<file path="src/rtl/frame_scan_controller.sv">
// Frame read sequencer: start-up vertical sync, per-line blanking, and a
// bottom-up (BMP order) row/column scan emitting one even/odd pixel pair
// address per beat under a valid/ready handshake.
//
// state | meaning
// IDLE  | waiting for start; all outputs low
// VSYNC | start-up delay, vertical_Pulse high
// HSYNC | per-line blanking, all pulses low
// DATA  | line active, one pixel pair offered per beat
// DONE  | one-cycle end-of-frame pulse
module frame_scan_controller #(
  parameter int IMAGE_WIDTH  = 768,
  parameter int IMAGE_HEIGHT = 512,
  parameter int START_DELAY  = 100,
  parameter int HSYNC_DELAY  = 160,
  parameter int CNT_WIDTH    = 10,
  parameter int DLY_WIDTH    = 16,
  parameter int ADDR_WIDTH   = 21
) (
  input  logic                  clk,
  input  logic                  reset,
  input  logic                  start,
  input  logic                  pix_ready,
  output logic                  vertical_Pulse,
  output logic                  horizontal_Pulse,
  output logic                  pix_valid,
  output logic [CNT_WIDTH-1:0]  row,
  output logic [CNT_WIDTH-1:0]  col,
  output logic [ADDR_WIDTH-1:0] addr_even,
  output logic [ADDR_WIDTH-1:0] addr_odd,
  output logic                  busy,
  output logic                  done_Flag
);

  typedef enum logic [2:0] {
    S_IDLE,
    S_VSYNC,
    S_HSYNC,
    S_DATA,
    S_DONE
  } state_t;

  localparam logic [DLY_WIDTH-1:0] SD_LAST  = DLY_WIDTH'(START_DELAY - 1);
  localparam logic [DLY_WIDTH-1:0] HD_LAST  = DLY_WIDTH'(HSYNC_DELAY - 1);
  localparam logic [CNT_WIDTH-1:0] COL_LAST = CNT_WIDTH'(IMAGE_WIDTH - 2);
  localparam logic [CNT_WIDTH-1:0] ROW_LAST = CNT_WIDTH'(IMAGE_HEIGHT - 1);

  state_t                state, state_nx;
  logic [DLY_WIDTH-1:0]  dly, dly_nx;
  logic [CNT_WIDTH-1:0]  row_q, row_nx;
  logic [CNT_WIDTH-1:0]  col_q, col_nx;
  logic [ADDR_WIDTH-1:0] ae_q, ae_nx;
  logic [ADDR_WIDTH-1:0] ao_q, ao_nx;

  // Display row 0 is the last line stored in the BMP image, hence the flip.
  function automatic logic [ADDR_WIDTH-1:0] pair_addr(input logic [CNT_WIDTH-1:0] r,
                                                      input logic [CNT_WIDTH-1:0] c);
    logic [ADDR_WIDTH-1:0] line;
    line = ADDR_WIDTH'(IMAGE_HEIGHT - 1) - ADDR_WIDTH'(r);
    return ADDR_WIDTH'(3) * (line * ADDR_WIDTH'(IMAGE_WIDTH) + ADDR_WIDTH'(c));
  endfunction

  // State, counters and addresses; synchronous active-low clear.
  always_ff @(posedge clk) begin
    if (!reset) begin
      state <= S_IDLE;
      dly   <= '0;
      row_q <= '0;
      col_q <= '0;
      ae_q  <= '0;
      ao_q  <= '0;
    end else begin
      state <= state_nx;
      dly   <= dly_nx;
      row_q <= row_nx;
      col_q <= col_nx;
      ae_q  <= ae_nx;
      ao_q  <= ao_nx;
    end
  end

  // Next-state, counter updates and the address for the next registered row/col.
  always_comb begin
    state_nx = state;
    dly_nx   = dly;
    row_nx   = row_q;
    col_nx   = col_q;
    case (state)
      S_IDLE: begin
        if (start) begin
          state_nx = S_VSYNC;
          dly_nx   = '0;
          row_nx   = '0;
          col_nx   = '0;
        end
      end
      S_VSYNC: begin
        if (dly == SD_LAST) begin
          state_nx = S_HSYNC;
          dly_nx   = '0;
        end else begin
          dly_nx = dly + 1'b1;
        end
      end
      S_HSYNC: begin
        if (dly == HD_LAST) begin
          state_nx = S_DATA;
          dly_nx   = '0;
        end else begin
          dly_nx = dly + 1'b1;
        end
      end
      S_DATA: begin
        if (pix_ready) begin
          if (col_q == COL_LAST) begin
            col_nx = '0;
            if (row_q == ROW_LAST) begin
              state_nx = S_DONE;
            end else begin
              row_nx   = row_q + 1'b1;
              state_nx = S_HSYNC;
            end
          end else begin
            col_nx = col_q + CNT_WIDTH'(2);
          end
        end
      end
      S_DONE: begin
        state_nx = S_IDLE;
        row_nx   = '0;
        col_nx   = '0;
      end
      default: begin
        state_nx = S_IDLE;
        dly_nx   = '0;
        row_nx   = '0;
        col_nx   = '0;
      end
    endcase
    // Addresses read as zero while idle so an idle block presents all-zero outputs.
    if (state_nx == S_IDLE) begin
      ae_nx = '0;
      ao_nx = '0;
    end else begin
      ae_nx = pair_addr(row_nx, col_nx);
      ao_nx = ae_nx + ADDR_WIDTH'(3);
    end
  end

  assign vertical_Pulse   = (state == S_VSYNC);
  assign horizontal_Pulse = (state == S_DATA);
  assign pix_valid        = (state == S_DATA);
  assign busy             = (state != S_IDLE);
  assign done_Flag        = (state == S_DONE);
  assign row              = row_q;
  assign col              = col_q;
  assign addr_even        = ae_q;
  assign addr_odd         = ao_q;

endmodule
</file>
<file path="config.mk">
export PLATFORM = sky130hd
export DESIGN_NAME = frame_scan_controller
export DESIGN_NICKNAME = d
export VERILOG_FILES = /design/src/rtl/frame_scan_controller.sv
export SDC_FILE = /design/constraint.sdc
export NUM_CORES = 1
export LEC_CHECK = 0
export CORE_MARGIN = 3
export CORE_UTILIZATION = 30
export CTS_CLUSTER_SIZE = 14
export DETAILED_ROUTE_END_ITERATION = 8
export GPL_TIMING_DRIVEN = 0
export PLACE_DENSITY = 0.61
export SYNTH_ARGS = -nofsm -noshare
export SYNTH_HDL_FRONTEND = slang
export SYNTH_SLANG_ARGS = --single-unit
</file>
<file path="constraint.sdc">
create_clock -name clk -period 5.7 [get_ports clk]
set_input_delay 1.14 -clock clk [delete_from_list [all_inputs] [get_ports clk]]
set_output_delay 1.14 -clock clk [all_outputs]
set_load 0.005 [all_outputs]
</file>
Word-level counts from Yosys, hierarchy flattened

Index checks and enable logic that the tools add are counted.
Widths: inputs -> output; s select.

Bits in registers: 81
Latch bits: 0
RAM bits: 0
Bits in read-only memories: 0
Input bits: 4
Output and inout bits: 67
Word-level logic and storage cells: 52
Memories: 0

Add/subtract/negate cells: 6
$mul: 2
Div/mod/pow operators: 0
$lt $le $gt $ge: 0
Equality and inequality tests: 9
Shifts and indexed selects: 0
Muxes and demuxes: 20
Bitwise operators: 2
Reductions and logical operators: 7

Operators by type and width:

| kind                  | number |
|---|---|
| $mux 10               | 7 |
| $pmux 16 s4           | 1 |
| $pmux 10 s3           | 2 |
| $mux 16               | 3 |
| $add 21x10->21        | 1 |
| $add 21x2->21 const B | 1 |
| $mul 2x21->21 const A | 1 |
| $mul 21x2->13 const B | 1 |
| $mux 3                | 6 |
| $add 16x1->16 const B | 1 |
| $eq 16x7->1 const B   | 1 |
| $eq 16x8->1 const B   | 1 |
| $pmux 3 s4            | 1 |
| $sub 9x10->11 const A | 1 |
| $add 10x1->10 const B | 1 |
| $add 10x2->10 const B | 1 |
| $eq 10x10->1 const B  | 1 |
| $eq 10x9->1 const B   | 1 |
| $eq 3x2->1 const B    | 2 |
| $logic_not 3->1       | 2 |
| $reduce_or 2->1       | 3 |
| $eq 3x1->1 const B    | 1 |
| $eq 3x3->1 const B    | 1 |
| $reduce_bool 3->1     | 1 |
| other kinds (3)       | 4 |

Depth between registers and ports, before layout

Word-level depth: 10
Gate-level depth with buffers: 25
Mapped depth without buffers: 25

Least setup slack after synthesis

OpenSTA, ideal clock, no wires.

Kind: in2reg
From: input port pix_ready
To: register ao_q[19] (netlist: addr_odd[19])
Setup time: 0.128 ns
Data arrival time: 5.919 ns
Data required time: 5.572 ns
Setup slack: -0.346 ns
Stages: 24
Buffers on the path: 1
Cells stage by stage: and4_1 clkbuf_1 and3_1 and2_0 o21bai_1 a22oi_1 ha_1 inv_1 fa_1 xor2_1 nor4b_2 mux2i_1 nor2_1 xor2_1 ha_1 a21o_1 a21oi_1 o21ai_0 and2_1 a221o_1 xnor2_1 nor4_2 xnor2_1 nor2_1

Longest elaborated chain between the ends: 7
Elaborated cells between the ends (all ways): 13
Those cells by class: 3 x add/sub; 2 x mul; 6 x mux; 2 x reduce/logical

RTL lines:

| item                   | RTL line | text |
|---|---|---|
| start: declaration     | 23       | `input logic pix_ready,` |
| $mux 10                | 114      | `if (pix_ready) begin` |
| $pmux 10 s3            | 88       | `case (state)` |
| $sub 9x10->11          | 59       | `line = ADDR_WIDTH'(IMAGE_HEIGHT - 1) - ADDR_WIDTH'(r);` |
| $mul 21x2->13          | 60       | `return ADDR_WIDTH'(3) * (line * ADDR_WIDTH'(IMAGE_WIDTH) + ADDR_WIDTH'(c));` |
| $add 21x10->21         | 60       |  |
| $mul 2x21->21          | 60       |  |
| $add 21x2->21          | 146      | `ao_nx = ae_nx + ADDR_WIDTH'(3);` |
| end signal: assignment | 78       | `ao_q <= ao_nx;` |
| end: declaration       | 53       | `logic [ADDR_WIDTH-1:0] ao_q, ao_nx;` |

Parallel ways exist; a longest one is shown, timed or not.
A chain may end at the register's enable or synchronous reset.

Final worst setup path

Same ends and word-level chain as after synthesis.

==> impl.org <==
** Status
- The flow ran to the end, and the final reports show no timing, DRC or antenna violations.

** Critical path
- Nature of the critical path endpoint :: register
- On the worst path, the slowest cell contributes a delay of 0.41 ns.
- Of all nets on the critical path, the largest fanout is 8.
- For the worst setup path, the data arrival time is 5.83 ns.
- Startpoint type of the worst setup path :: input port
- Sequence of cells on the critical path :: buf_8 -> and4_1 -> clkbuf_8 -> and3_4 -> and2_4 -> and4_4 -> o21bai_1 -> a22oi_2 -> ha_1 -> clkbuf_4 -> o21a_2 -> nor2_4 -> a211oi_1 -> or3_4 -> and2_1 -> buf_6 -> xnor2_4 -> ha_4 -> a221o_1 -> xnor2_2 -> nor4_2 -> xnor2_1 -> nor2_1
- Slowest cell on crit path :: a221o_1
- Category of the critical setup timing path :: input port to register
- At the worst endpoint, the required time is a little under 6 ns.

** CTS
- Max Buffers Root-to-Sink :: 2
- TritonCTS built the clock tree.
- Number of H-tree branching levels :: 3
- The later pin in the worst-skew pair is clocked with a latency of ~0.35 ns.
- The cell sitting at the root of the clock tree is a clkbuf_16.
- Clock-pin slew was measured on the worst setup and hold paths at roughly 0.060 ns.
- Buffers inserted during clock tree synthesis total 9.
- The clock net in this run drives a total of 81 sinks.

** Route
- Detailed-route DRC error count :: 0
- In the final routed layout, each cell accounts on average for 14.15 um.
- Number of nets still failing antenna checks after routing :: 0
- Average vias per placed instance :: 4.889
- The detailed router placed 4,718 vias in this run.
- Final wirelength :: 13,660 um
- For this block, the initial DRC count from the detailed router was 244.
- Length of the first detailed-routing pass in iterations :: 4

** Logic synthesis
- After synthesis, the mean cell area works out to 8.448 um^2.
- Area fraction in compound gates after synthesis :: 16.07%
- Net count after synthesis :: 653
- Share of synthesized registers carrying an async set or reset :: 0%
- For this run, the leading register cell type out of synthesis is dfxtp_1.
- The synthesized netlist devotes 9.133% of its cell area to adder and majority cells.
- Synthesized flop and latch total :: 81
- Sequential area share after synthesis :: 31.31%
- Xor and xnor fraction of the mapped netlist area :: ~12%
- The cell count after synthesis came out at 613.
- Post-synthesis simple-gate area fraction :: 27.57%
- Portion of netlist area occupied by mux cells :: less than 1%
- Count of distinct cell types in the synthesized netlist :: 76
- Post-synthesis instance area :: 5179 um^2
- Synth warn :: 0
- Largest family of logic cells by synthesized area :: simple AND/OR/NAND/NOR gates
- Count of flip-flops with a built-in enable after synthesis :: 0

** Layout
- Counting the fill cells in the layout gives 1,672.
- P&R area growth vs syn :: 38.71%
- In the final design database the tool counted around 800 nets.
- Antenna Diode Count :: 0
- Final cell count without fillers :: 965
- Of the cells placed in the final design, the portion with a size suffix greater than 1 is a little over a fifth.
- Core utilization of the finished layout :: 42.86%

** Timing
- Final-report setup violation count :: 0
- Counting I/O delays and the setup requirement, the final critical path takes 5.616 ns.
- Setup clock skew after layout :: 0.01289 ns
- Setup repair after global routing missed its margin :: true
- Worst slew pin tran :: 0.7867 ns
- Headroom to the max-slew limit came out at 47.15%.
- The number of hold violations in the final report was 0.
- Final setup slack of the worst path :: 0.08389 ns
- Of the available clock period, the critical path in the final layout requires between 90% and 100%.
- Timing would allow up to about 180 MHz.
- Number of pins with negative max-slew slack in the final report :: 0

** Placement
- Including well taps, the total number of placed cells is around 900.
- At the end of routability-driven placement, the weighted congestion stood at 0.8206.
- Input and output buffers added on the ports amount to 70.
- At the placement stage, the worst setup path has a slack of -1.474 ns.
- Sum of net half-perimeters after detailed placement :: around 9600 um

** Power and ir drop
- The design draws 1193 uW.
- Leakage power :: about 0.0028 uW
- IR analysis of the VDD net gives a maximum drop of 0.1379 mV.
- Power per standard cell area :: between 150 and 200 nW/um^2

** Global routing
- Antenna violations before repair :: 0
- The via count of the first global-routing pass is 4,466.
- GRT overflow :: 0
- Wire length of the first global-routing pass :: 21,980 um
- Largest net degree at the start of global routing :: 13
- Gr usage total :: ~15%

** Floorplanning
- Overall die area :: 18,870 um^2
- For this configuration, the core starts out at a cell density of 30.90%.
- Std-Cell Rows :: 47
- Die boundary width :: between 100 and 150 um
- The floorplan step defined a core boundary enclosing approximately 17,000 um^2.
- Vertical die dimension :: 137.4 um
- In this run the count of I/O pins placed on the die edge is 71.

** Job
- Count of maximum capacitance violations :: 0

** Hold path
- Kind of path behind the tightest hold check :: register to register
-- worst paths after layout --
path | startpoint | slack (ns) | depth (start not counted) | to
worst max-delay path | pix_ready | 0.08 | 23 | addr_odd[19]$_SDFF_PP0_
worst min-delay path | dly[15]$_SDFFE_PN0P_ | 0.50 | 2 | dly[15]$_SDFFE_PN0P_
worst max register to register | row[4]$_SDFF_PN0_ | 0.23 | 24 | addr_odd[18]$_SDFF_PP0_
worst min register to register | dly[15]$_SDFFE_PN0P_ | 0.50 | 2 | dly[15]$_SDFFE_PN0P_
-- sequential cells by signal (all words and copies together) (netlist names) --
name,flops
state,3
dly,16
row,10
addr_odd,21
col,10
addr_even,21
-- synthesized netlist by cell type (5+ instances only) --
cell type / count / share of area [%]
and3_1: 12 / 1.4
o21bai_1: 6 / 0.87
clkbuf_1: 14 / 1.0
nand4_1: 14 / 1.7
inv_1: 21 / 1.5
and2_1: 15 / 1.8
and4_1: 6 / 1.0
nand3_1: 23 / 2.2
dfxtp_1: 81 / 31
nor3_1: 16 / 1.5
nor4_1: 5 / 0.60
o21ai_0: 27 / 2.6
xor2_1: 30 / 5.1
nand2_1: 36 / 2.6
nor2_1: 83 / 6.0
nor3b_1: 7 / 1.0
a21oi_1: 29 / 2.8
ha_1: 33 / 8.0
nor2b_1: 16 / 1.9
a21o_1: 10 / 1.4
xnor2_1: 32 / 5.4
or3_1: 7 / 0.85
-- metrics by stage --
step	hold WS, ns	instance area [um^2]	TNS (ns)
3_3_place_gp	0.4838	6190	-14.33
6_report	0.5035	7183	0
5_1_grt	0.5453	7183	-0.3960
4_1_cts	0.4996	6920	0
2_1_floorplan	0.4583	5214	0
3_5_place_dp	0.4897	6190	-14.30
-- worst max-delay path, delay by kind of cell --
family	cells	cell delay, ns
and+or+nand+nor	9	1.98
AOI/OAI and AO/OA	5	1.12
buffers and inverters	4	0.54
xor gates and xnor gates	3	0.54
adders and majority gates	2	0.52
-- cells by family (layout without fill, tap and decap cells) --
family,Yosys count,in the layout
buf+inv,38,170
fa+ha+maj,36,36
xor+xnor,66,66
mux,3,3
compound gates,121,121
flops,81,81
simple gates,268,268
-- timing repair --
item,4_1_cts,5_1_grt
resized for setup,52,38
pin swaps,38,32
setup buffers,32,15
hold buffers,0,0
setup endpoints to repair,15,11
-- cell usage in the layout (no fill, tap or decap), types with 5 or more instances in the layout --
master	Yosys	routed
nand3_1	23	23
nand4_1	14	14
xnor2_1	32	25
o21bai_1	6	5
and2_1	15	14
clkdlybuf4s50_1	0	68
inv_1	21	18
dfxtp_1	81	77
o21ai_0	27	22
a21oi_2	2	7
clkbuf_1	14	13
a21o_1	10	10
nor2_1	83	80
buf_4	1	48
xnor2_2	1	8
nor3_1	16	13
clkbuf_16	0	9
nor2b_1	16	15
ha_1	33	25
nand2_1	36	35
o21ai_1	2	5
xor2_1	30	25
a21oi_1	29	23
or3_1	7	6
and3_1	12	10
-- metal layers --
metal,vias up,GRT usage [%],part of all wire [%]
li1,2444,-,-
met5,-,0,0
met1,2149,19.53,48
met2,100,23.16,46
met3,25,3.324,4.5
met4,0,4.823,2.2
-- final cells by class --
cell class              instances  area (um^2)  share of cell area, %
clock inverters                 3        17.52                 0.2439
plain buffers                  17        93.84                  1.306
inverters                      21        78.83                  1.097
repair buffers                117         1057                  14.72
multi-input cells             494         3787                  52.73
flip-flops and latches         81         1627                  22.64
clock buffers                  12        246.5                  3.431
well taps                     220        275.3                  3.832
-- where the power goes --
group | switching, uW | leakage, uW | internal [uW]
sequential | 4.36 | 0.000661 | 580
combinational | 37.6 | 0.00198 | 38.9
clock | 229 | 0.000128 | 303
total | 271 | 0.00277 | 922
Note: power is estimated with default switching activity, not from simulation.
